==> src/rtl/reset_sequencer.sv <==
// Board reset sequencer: waits for POR release and PLL lock, then releases
// each reset domain in order; lock is supervised and failures latch a fault.
//
// Ports:
//   clk, rst_n   : clock and asynchronous active-low reset
//   por_rst      : power-on reset hold (active high, synchronous to clk)
//   pll_locked   : raw PLL lock indicator (asynchronous)
//   sw_reset_req : one-cycle request to rerun the whole sequence
//   stage_rst    : per-domain resets (active high, bit 0 released first)
//   ready        : high in RUN only
//   fault        : sticky lock fault
//   state        : debug code (HOLD=0, WAIT_LOCK=1, RELEASE=2, RUN=3, FAULT=4)
module reset_sequencer #(
  parameter int STAGES       = 4,
  parameter int STAGE_DELAY  = 1000,
  parameter int LOCK_TIMEOUT = 65535,
  parameter int SYNC_STAGES  = 2
) (
  input  logic              clk,
  input  logic              rst_n,
  input  logic              por_rst,
  input  logic              pll_locked,
  input  logic              sw_reset_req,
  output logic [STAGES-1:0] stage_rst,
  output logic              ready,
  output logic              fault,
  output logic [2:0]        state
);

  localparam int MAXC = (STAGE_DELAY > LOCK_TIMEOUT) ?
                        STAGE_DELAY : LOCK_TIMEOUT;
  localparam int CW = $clog2(MAXC) + 1;
  localparam int IW = (STAGES > 1) ? $clog2(STAGES) : 1;

  localparam logic [STAGES-1:0] ALL = {STAGES{1'b1}};
  localparam logic [CW-1:0] DLY_END = CW'(STAGE_DELAY - 1);
  localparam logic [CW-1:0] TMO_END = CW'(LOCK_TIMEOUT - 1);
  localparam logic [IW-1:0] IDX_END = IW'(STAGES - 1);

  typedef enum logic [2:0] {
    HOLD      = 3'd0,
    WAIT_LOCK = 3'd1,
    RELEASE   = 3'd2,
    RUN       = 3'd3,
    FAULT     = 3'd4
  } st_t;

  st_t                    st;
  logic [CW-1:0]          cnt;
  logic [IW-1:0]          idx;
  logic [SYNC_STAGES-1:0] sync;
  logic                   lock_s;

  assign lock_s = sync[SYNC_STAGES-1];
  assign state  = st;

  always_ff @(posedge clk or negedge rst_n) begin
    if (!rst_n) begin
      sync <= '0;
    end else begin
      sync <= {sync[SYNC_STAGES-2:0], pll_locked};
    end
  end

  always_ff @(posedge clk or negedge rst_n) begin
    if (!rst_n) begin
      st        <= HOLD;
      cnt       <= '0;
      idx       <= '0;
      stage_rst <= ALL;
      ready     <= 1'b0;
      fault     <= 1'b0;
    end else if (por_rst || (sw_reset_req && st != HOLD)) begin
      st        <= HOLD;
      cnt       <= '0;
      idx       <= '0;
      stage_rst <= ALL;
      ready     <= 1'b0;
      fault     <= 1'b0;
    end else if (!lock_s && (st == RELEASE || st == RUN)) begin
      st        <= FAULT;
      cnt       <= '0;
      stage_rst <= ALL;
      ready     <= 1'b0;
      fault     <= 1'b1;
    end else begin
      unique case (st)
        HOLD: begin
          stage_rst <= ALL;
          ready     <= 1'b0;
          st        <= WAIT_LOCK;
          cnt       <= '0;
        end
        WAIT_LOCK: begin
          cnt <= cnt + 1'b1;
          // lock wins over a coincident timeout
          if (lock_s) begin
            st  <= RELEASE;
            cnt <= '0;
            idx <= '0;
          end else if (cnt == TMO_END) begin
            st    <= FAULT;
            cnt   <= '0;
            fault <= 1'b1;
          end
        end
        RELEASE: begin
          cnt <= cnt + 1'b1;
          if (cnt == DLY_END) begin
            stage_rst[idx] <= 1'b0;
            cnt            <= '0;
            idx            <= idx + 1'b1;
            if (idx == IDX_END) begin
              st    <= RUN;
              ready <= 1'b1;
            end
          end
        end
        RUN: begin
          ready     <= 1'b1;
          stage_rst <= '0;
        end
        FAULT: begin
          fault     <= 1'b1;
          ready     <= 1'b0;
          stage_rst <= ALL;
        end
        default: begin
          st        <= HOLD;
          stage_rst <= ALL;
          ready     <= 1'b0;
        end
      endcase
    end
  end

endmodule

==> config.mk <==
export PLATFORM = sky130hd
export DESIGN_NAME = reset_sequencer
export DESIGN_NICKNAME = d
export VERILOG_FILES = /design/src/rtl/reset_sequencer.sv
export SDC_FILE = /design/constraint.sdc
export NUM_CORES = 1
export LEC_CHECK = 0
export CORE_MARGIN = 1.5
export CORE_UTILIZATION = 40
export DETAILED_ROUTE_END_ITERATION = 16
export PLACE_DENSITY = 0.55
export SYNTH_ARGS = -nofsm -noshare
export SYNTH_HDL_FRONTEND = slang
export SYNTH_SLANG_ARGS = --single-unit
export TNS_END_PERCENT = 50
==> constraint.sdc <==
create_clock -name clk -period 3 [get_ports clk]
set_input_delay 0.6 -clock clk [delete_from_list [all_inputs] [get_ports clk]]
set_output_delay 0.6 -clock clk [all_outputs]
set_load 0.02 [all_outputs]
# Word-level counts from Yosys, hierarchy flattened
# Index checks and enable logic that the tools add are counted.
totals:
  output_inout_bits: 9
  elab_cells: 81
  register_bits: 30
  in_bits: 5
classes:
  addsub: 2
  n_bitwise: 2
  n_eq_ne: 17
  reduce_logical: 17
  n_lt_le_gt_ge: 2
  muxes: 34
op_table:
  columns: ["operator", "count"]
  rows:
  - ["$mux W17", 5]
  - ["$pmux W17 S3", 1]
  - ["$mux W3", 6]
  - ["$add A17 B1 Y17 const B", 1]
  - ["$eq A17 B10 Y1 const B", 1]
  - ["$eq A17 B16 Y1 const B", 1]
  - ["$mux W4", 3]
  - ["$pmux W3 S4", 1]
  - ["$pmux W4 S3", 1]
  - ["$mux W1", 9]
  - ["$mux W2", 4]
  - ["$ne A4 B2 Y1 const B", 2]
  - ["$ne A4 B4 Y1 const B", 2]
  - ["$reduce_and A4 Y1", 2]
  - ["$eq A3 B2 Y1 const B", 2]
  - ["$ne A3 B3 Y1 const B", 2]
  - ["$reduce_and A3 Y1", 2]
  - ["$reduce_bool A3 Y1", 2]
  - ["$ne A5 B5 Y1 const B", 1]
  - ["$reduce_bool A5 Y1", 1]
  - ["$and A4 B4 Y4", 1]
  - ["$not A4 Y4", 1]
  - ["$pmux W2 S2", 1]
  - ["$reduce_bool A4 Y1", 1]
  - ["18 further kinds", 21]

# Depth between registers and ports, before layout
depth:
  ltp_word: 10
  depth_mapped: 8
  depth_no_buf: 7

# Least setup slack after synthesis
# OpenSTA, ideal clock, no wires.
synth_timing:
  kind: "register to register"
  start: "reg cnt[0]"
  end: "reg cnt[4]"
  n_path_buf: 0
  stages_incl_launch_ff: 7
  synth_period_minus_slack_ns: 2.130
  required_time_ns: 2.874
  t_arrival_ns: 2.004
  setup_slack_ns: 0.870
  setup_time_ns: 0.126
  path_cell_list: "dfrtp_1 ha_1 or4b_1 nor4_4 o22ai_2 and3_1 a221o_1"
synth_via:
  elab_chain_cells: 6
  elab_cells_between_ends: 9
  classes_between: "add/sub: 1; eq/ne: 2; mux: 6"
synth_lines:
  columns: ["item", "line_no", "rtl"]
  rows:
  - ["from (decl)", "49", "logic [CW-1:0] cnt;"]
  - ["from (signal assigned)", "95", "cnt <= cnt + 1'b1;"]
  - ["from (signal assigned)", "108", "cnt <= cnt + 1'b1;"]
  - ["$add A17 B1 Y17 / $eq A17 B16 Y1 (equally long branches)", "95, 108, 101", null]
  - ["$mux W17", "101", "end else if (cnt == TMO_END) begin"]
  - ["$mux W17", "97", "if (lock_s) begin"]
  - ["$pmux W17 S3 *", "87", "unique case (st)"]
  - ["$mux W17 *", "80", "end else if (!lock_s && (st == RELEASE || st == RUN)) begin"]
  - ["$mux W17 *", "73", "end else if (por_rst || (sw_reset_req && st != HOLD)) begin"]
# Mark *: on every way between the ends. The rest lies on a longest branch, timed or not.
# A chain may end at the register's enable or synchronous reset.

# Worst setup path in the final report
# Ends and elaborated chain as after synthesis.

==> impl_results.html <==
<table>
<tr><th>Metric</th><th>Value</th></tr>
<tr><th colspan="2">Cells and area</th></tr>
<tr><td>Area of the multi-input gates</td><td>887.1 um^2</td></tr>
<tr><td>Final Util</td><td>49.24%</td></tr>
<tr><td>Final non-filler cell area</td><td>1998 um^2</td></tr>
<tr><td>Footprint of the flip-flops and latches</td><td>around 760 um^2</td></tr>
<tr><td>Fill count</td><td>367</td></tr>
<tr><td>Layout cells sized above 1</td><td>10.24%</td></tr>
<tr><td>Non-filler instance count after layout</td><td>255</td></tr>
<tr><td>Final net count</td><td>215</td></tr>
<tr><td>Antenna diode instance count</td><td>0</td></tr>
<tr><td>Area delta synth-&gt;final</td><td>16.65%</td></tr>
<tr><th colspan="2">CTS</th></tr>
<tr><td>Sinks on Clock Net</td><td>30</td></tr>
<tr><td>CTS clk-pin slew, worst paths</td><td>around 0.06 ns</td></tr>
<tr><td>Post-CTS Setup Inserts</td><td>0</td></tr>
<tr><td>Clock tree from TritonCTS</td><td>built</td></tr>
<tr><td>Cts bufs inserted</td><td>5</td></tr>
<tr><td>Quantity of hold-fixing buffers added after cts</td><td>0</td></tr>
<tr><td>Number of levels in the clock H-tree</td><td>2</td></tr>
<tr><td>Buffer type at the clock tree root</td><td>sky130_fd_sc_hd__clkbuf_8</td></tr>
<tr><td>Source-to-sink clock delay at the later pin of the worst-skew pair</td><td>between 0.2 and 0.3 ns</td></tr>
<tr><td>Number of gates given a new drive strength after cts</td><td>0</td></tr>
<tr><td>Deepest clock path buffer count</td><td>2</td></tr>
<tr><th colspan="2">Min path</th></tr>
<tr><td>Worst hold path class</td><td>reg2reg</td></tr>
<tr><th colspan="2">Die</th></tr>
<tr><td>Initial core utilization</td><td>42.21%</td></tr>
<tr><td>Number of I/O pins</td><td>14</td></tr>
<tr><td>Row count</td><td>23</td></tr>
<tr><td>Die area</td><td>4684 um^2</td></tr>
<tr><td>Std-Cell Core Area</td><td>slightly above 4000 um^2</td></tr>
<tr><td>Chip width</td><td>68.44 um</td></tr>
<tr><td>Vert. Die Dim</td><td>68.44 um</td></tr>
<tr><th colspan="2">Place</th></tr>
<tr><td>Half-perimeter wire length of the detailed placement result</td><td>2.722 mm</td></tr>
<tr><td># port buffers</td><td>13</td></tr>
<tr><td>Final weighted congestion in routability-driven placement</td><td>0.8940</td></tr>
<tr><td>Number of placed instances, taps included</td><td>247</td></tr>
<tr><td>Post-DP Area</td><td>1888 um^2</td></tr>
<tr><th colspan="2">Job</th></tr>
<tr><td># Max-Cap Violations</td><td>0</td></tr>
<tr><th colspan="2">Worst setup path</th></tr>
<tr><td>CP Data Required Time</td><td>3.17 ns</td></tr>
<tr><td>Library cell contributing the largest single delay on the critical path</td><td>sky130_fd_sc_hd__or4b_1</td></tr>
<tr><td>Maximum fanout count along the critical path</td><td>15</td></tr>
<tr><td>Crit path cell chain</td><td>ha_1 &gt; or4b_1 &gt; nor4_4 &gt; o22ai_2 &gt; and3_1 &gt; a221o_1</td></tr>
<tr><td>Setup slack, reg-to-reg</td><td>0.50 ns</td></tr>
<tr><td>Startpoint kind of the worst setup timing path</td><td>flop</td></tr>
<tr><td>Setup CP Type</td><td>reg2reg</td></tr>
<tr><td>CP Data Arrival Time</td><td>about 2.7 ns</td></tr>
<tr><td>Crit. End Element</td><td>flop</td></tr>
<tr><td>Largest incremental delay on the critical path</td><td>0.51 ns</td></tr>
<tr><th colspan="2">Synthesis</th></tr>
<tr><td>Synth top cells by count</td><td>26 x sky130_fd_sc_hd__dfrtp_1, 24 x sky130_fd_sc_hd__nor2_1, 22 x sky130_fd_sc_hd__nand2_1, 12 x sky130_fd_sc_hd__nand4_1, 10 x sky130_fd_sc_hd__inv_1</td></tr>
<tr><td>Dominant cell by count in the synthesized netlist</td><td>sky130_fd_sc_hd__dfrtp_1</td></tr>
<tr><td>Ys flop type</td><td>sky130_fd_sc_hd__dfrtp_1</td></tr>
<tr><td>Number of enable-type register cells in the synthesized netlist</td><td>0</td></tr>
<tr><td>Yosys warnings</td><td>0</td></tr>
<tr><td>Post-Synthesis Mean Instance Area</td><td>roughly 9 um^2</td></tr>
<tr><td>Cells after Synth</td><td>190</td></tr>
<tr><td>Yosys cell types</td><td>44</td></tr>
<tr><td>Share of flip-flops with an asynchronous set or reset</td><td>100.0%</td></tr>
<tr><td>Syn Nets</td><td>201</td></tr>
<tr><td>Post-synthesis cell type with the largest combined area</td><td>sky130_fd_sc_hd__dfrtp_1</td></tr>
<tr><td>Leading cell types by total area after synthesis</td><td>sky130_fd_sc_hd__dfrtp_1 38%, sky130_fd_sc_hd__dfstp_2 6.1%, sky130_fd_sc_hd__nor2_1 5.3%, sky130_fd_sc_hd__nand2_1 4.8%, sky130_fd_sc_hd__ha_1 4.4%</td></tr>
<tr><td>Cell area after technology mapping</td><td>roughly 1700 um^2</td></tr>
<tr><td>Area share of the largest cell type after synthesis</td><td>37.98%</td></tr>
<tr><td>Post-synthesis sequential area ratio</td><td>44.12%</td></tr>
<tr><td>Number of flip-flops and latches in the synthesized netlist</td><td>30</td></tr>
<tr><th colspan="2">Power and ir drop</th></tr>
<tr><td>Leakage Power</td><td>0.7908 nW</td></tr>
<tr><td>Total power draw</td><td>~930 uW</td></tr>
<tr><td>Maximum vdd drop</td><td>0.2288 mV</td></tr>
<tr><td>Areal power density over the cells</td><td>465.7 nW/um^2</td></tr>
<tr><th colspan="2">Routing</th></tr>
<tr><td>Remaining design rule violation count</td><td>0</td></tr>
<tr><td>Post-detailed-route via-to-cell ratio</td><td>approximately 5.7</td></tr>
<tr><td>First-iteration detailed-routing DRC count</td><td>154</td></tr>
<tr><td>Wire per inst</td><td>15.13 um</td></tr>
<tr><td>Drt first pass iters</td><td>5</td></tr>
<tr><td>Total wirelength of the detailed-routed design</td><td>3.857 mm</td></tr>
<tr><td>Vias</td><td>between 1000 and 1500</td></tr>
<tr><td>Remaining antenna violation count</td><td>0</td></tr>
<tr><th colspan="2">Global routing</th></tr>
<tr><td>Global-route wire length before repair</td><td>6.479 mm</td></tr>
<tr><td>Number of global-route vias before repair</td><td>approximately 1400</td></tr>
<tr><td>Global-route total usage across every layer</td><td>between 10% and 20%</td></tr>
<tr><td>Largest net degree at the start of global routing</td><td>31</td></tr>
<tr><td>GRT overflow</td><td>0</td></tr>
<tr><td>Initial antenna violation count</td><td>0</td></tr>
<tr><th colspan="2">STA</th></tr>
<tr><td>Setup clock skew after layout</td><td>0.001502 ns</td></tr>
<tr><td>Worst-Margin Slew</td><td>0.8080 ns</td></tr>
<tr><td>Headroom to the max-slew limit</td><td>around 46%</td></tr>
<tr><td>Number of setup violations in the final report</td><td>0</td></tr>
<tr><td>Final Hold Violating Endpoints</td><td>0</td></tr>
<tr><td>Period minus WS final</td><td>2.505 ns</td></tr>
<tr><td>RSZ-0062 raised after global routing</td><td>false</td></tr>
<tr><td>Upper clock frequency limit</td><td>between 300 and 400 MHz</td></tr>
<tr><td>Final worst path period share</td><td>83.50%</td></tr>
<tr><td>Setup tns final</td><td>0 ns</td></tr>
<tr><td>Number of pins with negative max-slew slack in the final report</td><td>0</td></tr>
<tr><th colspan="2">Status</th></tr>
<tr><td>Run status</td><td>finished, final reports clean</td></tr>
</table>
==> stage by stage <==
stage	hold WS, ns	setup WS [ns]
after floorplan	0.3044	0.8705
after global placement	0.3342	0.6072
after detailed placement	0.3498	0.5031
after CTS	0.3648	0.4988
after global routing	0.3787	0.3151
final	0.3596	0.4950
==> layout make-up <==
class | count | share of cell area [%]
timing repair buffer | 15 | 7.264
clock buffer | 8 | 5.510
tap | 50 | 3.131
sequential | 30 | 37.82
multi-input combinational | 142 | 44.40
inverter | 10 | 1.879
==> layer usage <==
metal / GRT usage, % / vias to the layer above / part of all wire (%)
met1: 24.08 / 696 / 47
met3: 4.605 / 12 / 4.6
li1: - / 709 / -
met4: 9.000 / 0 / 2.3
met5: 0 / - / 0
met2: 30.05 / 42 / 46
==> cell usage in the layout, fill, tap and decap left out, drive strengths merged, types with 7 or more instances in the layout <==
cell type	netlist	layout
clkbuf	5	8
xor2	7	7
dfrtp	26	26
inv	10	10
o21ai	10	10
nor2	24	24
nand3	7	7
a21oi	9	9
nand2	22	22
nand4	12	12
clkdlybuf4s50	0	13
==> final timing paths <==
path,start,end,cells after the start
min in group asynchronous,rst_n,state[2]$_DFFE_PN0P_,2
hold reg to reg,sync[0]$_DFF_PN0_,sync[1]$_DFF_PN0_,0
hold / removal,sync[0]$_DFF_PN0_,sync[1]$_DFF_PN0_,0
max in group asynchronous,rst_n,stage_rst[2]$_DFFE_PN1P_,2
setup / recovery,cnt[0]$_DFFE_PN0P_,cnt[4]$_DFFE_PN0P_,6
setup reg to reg,cnt[0]$_DFFE_PN0P_,cnt[4]$_DFFE_PN0P_,6
==> worst max-delay path, delay by kind of cell (launching register included) <==
family | cells | cell delay (ns)
flip-flops | 1 | 0.42
AO/OA/AOI/OAI | 2 | 0.55
AND/OR/NAND/NOR | 3 | 1.18
adder cells (fa/ha/maj) | 1 | 0.23
==> logic make-up after synthesis <==
group                      count (synthesis)  synth area share (%)
DFF                                       30                 44.12
and+or+nand+nor                           89                 27.54
adders and majority gates                  6                 4.383
muxes                                      3                 1.753
xor gates and xnor gates                   8                 4.091
AOI/OAI and AO/OA                         36                 14.03
buffers and inverters                     18                 4.091
==> where the power goes <==
| part | switching [mW] | total (mW) | internal (mW) |
|---|---|---|---|
| clock | 0.153 | 0.384 | 0.231 |
| sequential | 0.0207 | 0.441 | 0.421 |
| combinational | 0.0625 | 0.105 | 0.0423 |
==> registers in the layout, summed over array words and instances, names as in the netlist <==
| signal | count |
|---|---|
| fault | 1 |
| sync | 2 |
| cnt | 17 |
| state | 3 |
| stage_rst | 4 |
| ready | 1 |
| idx | 2 |
(Power assumes the default switching activity.)
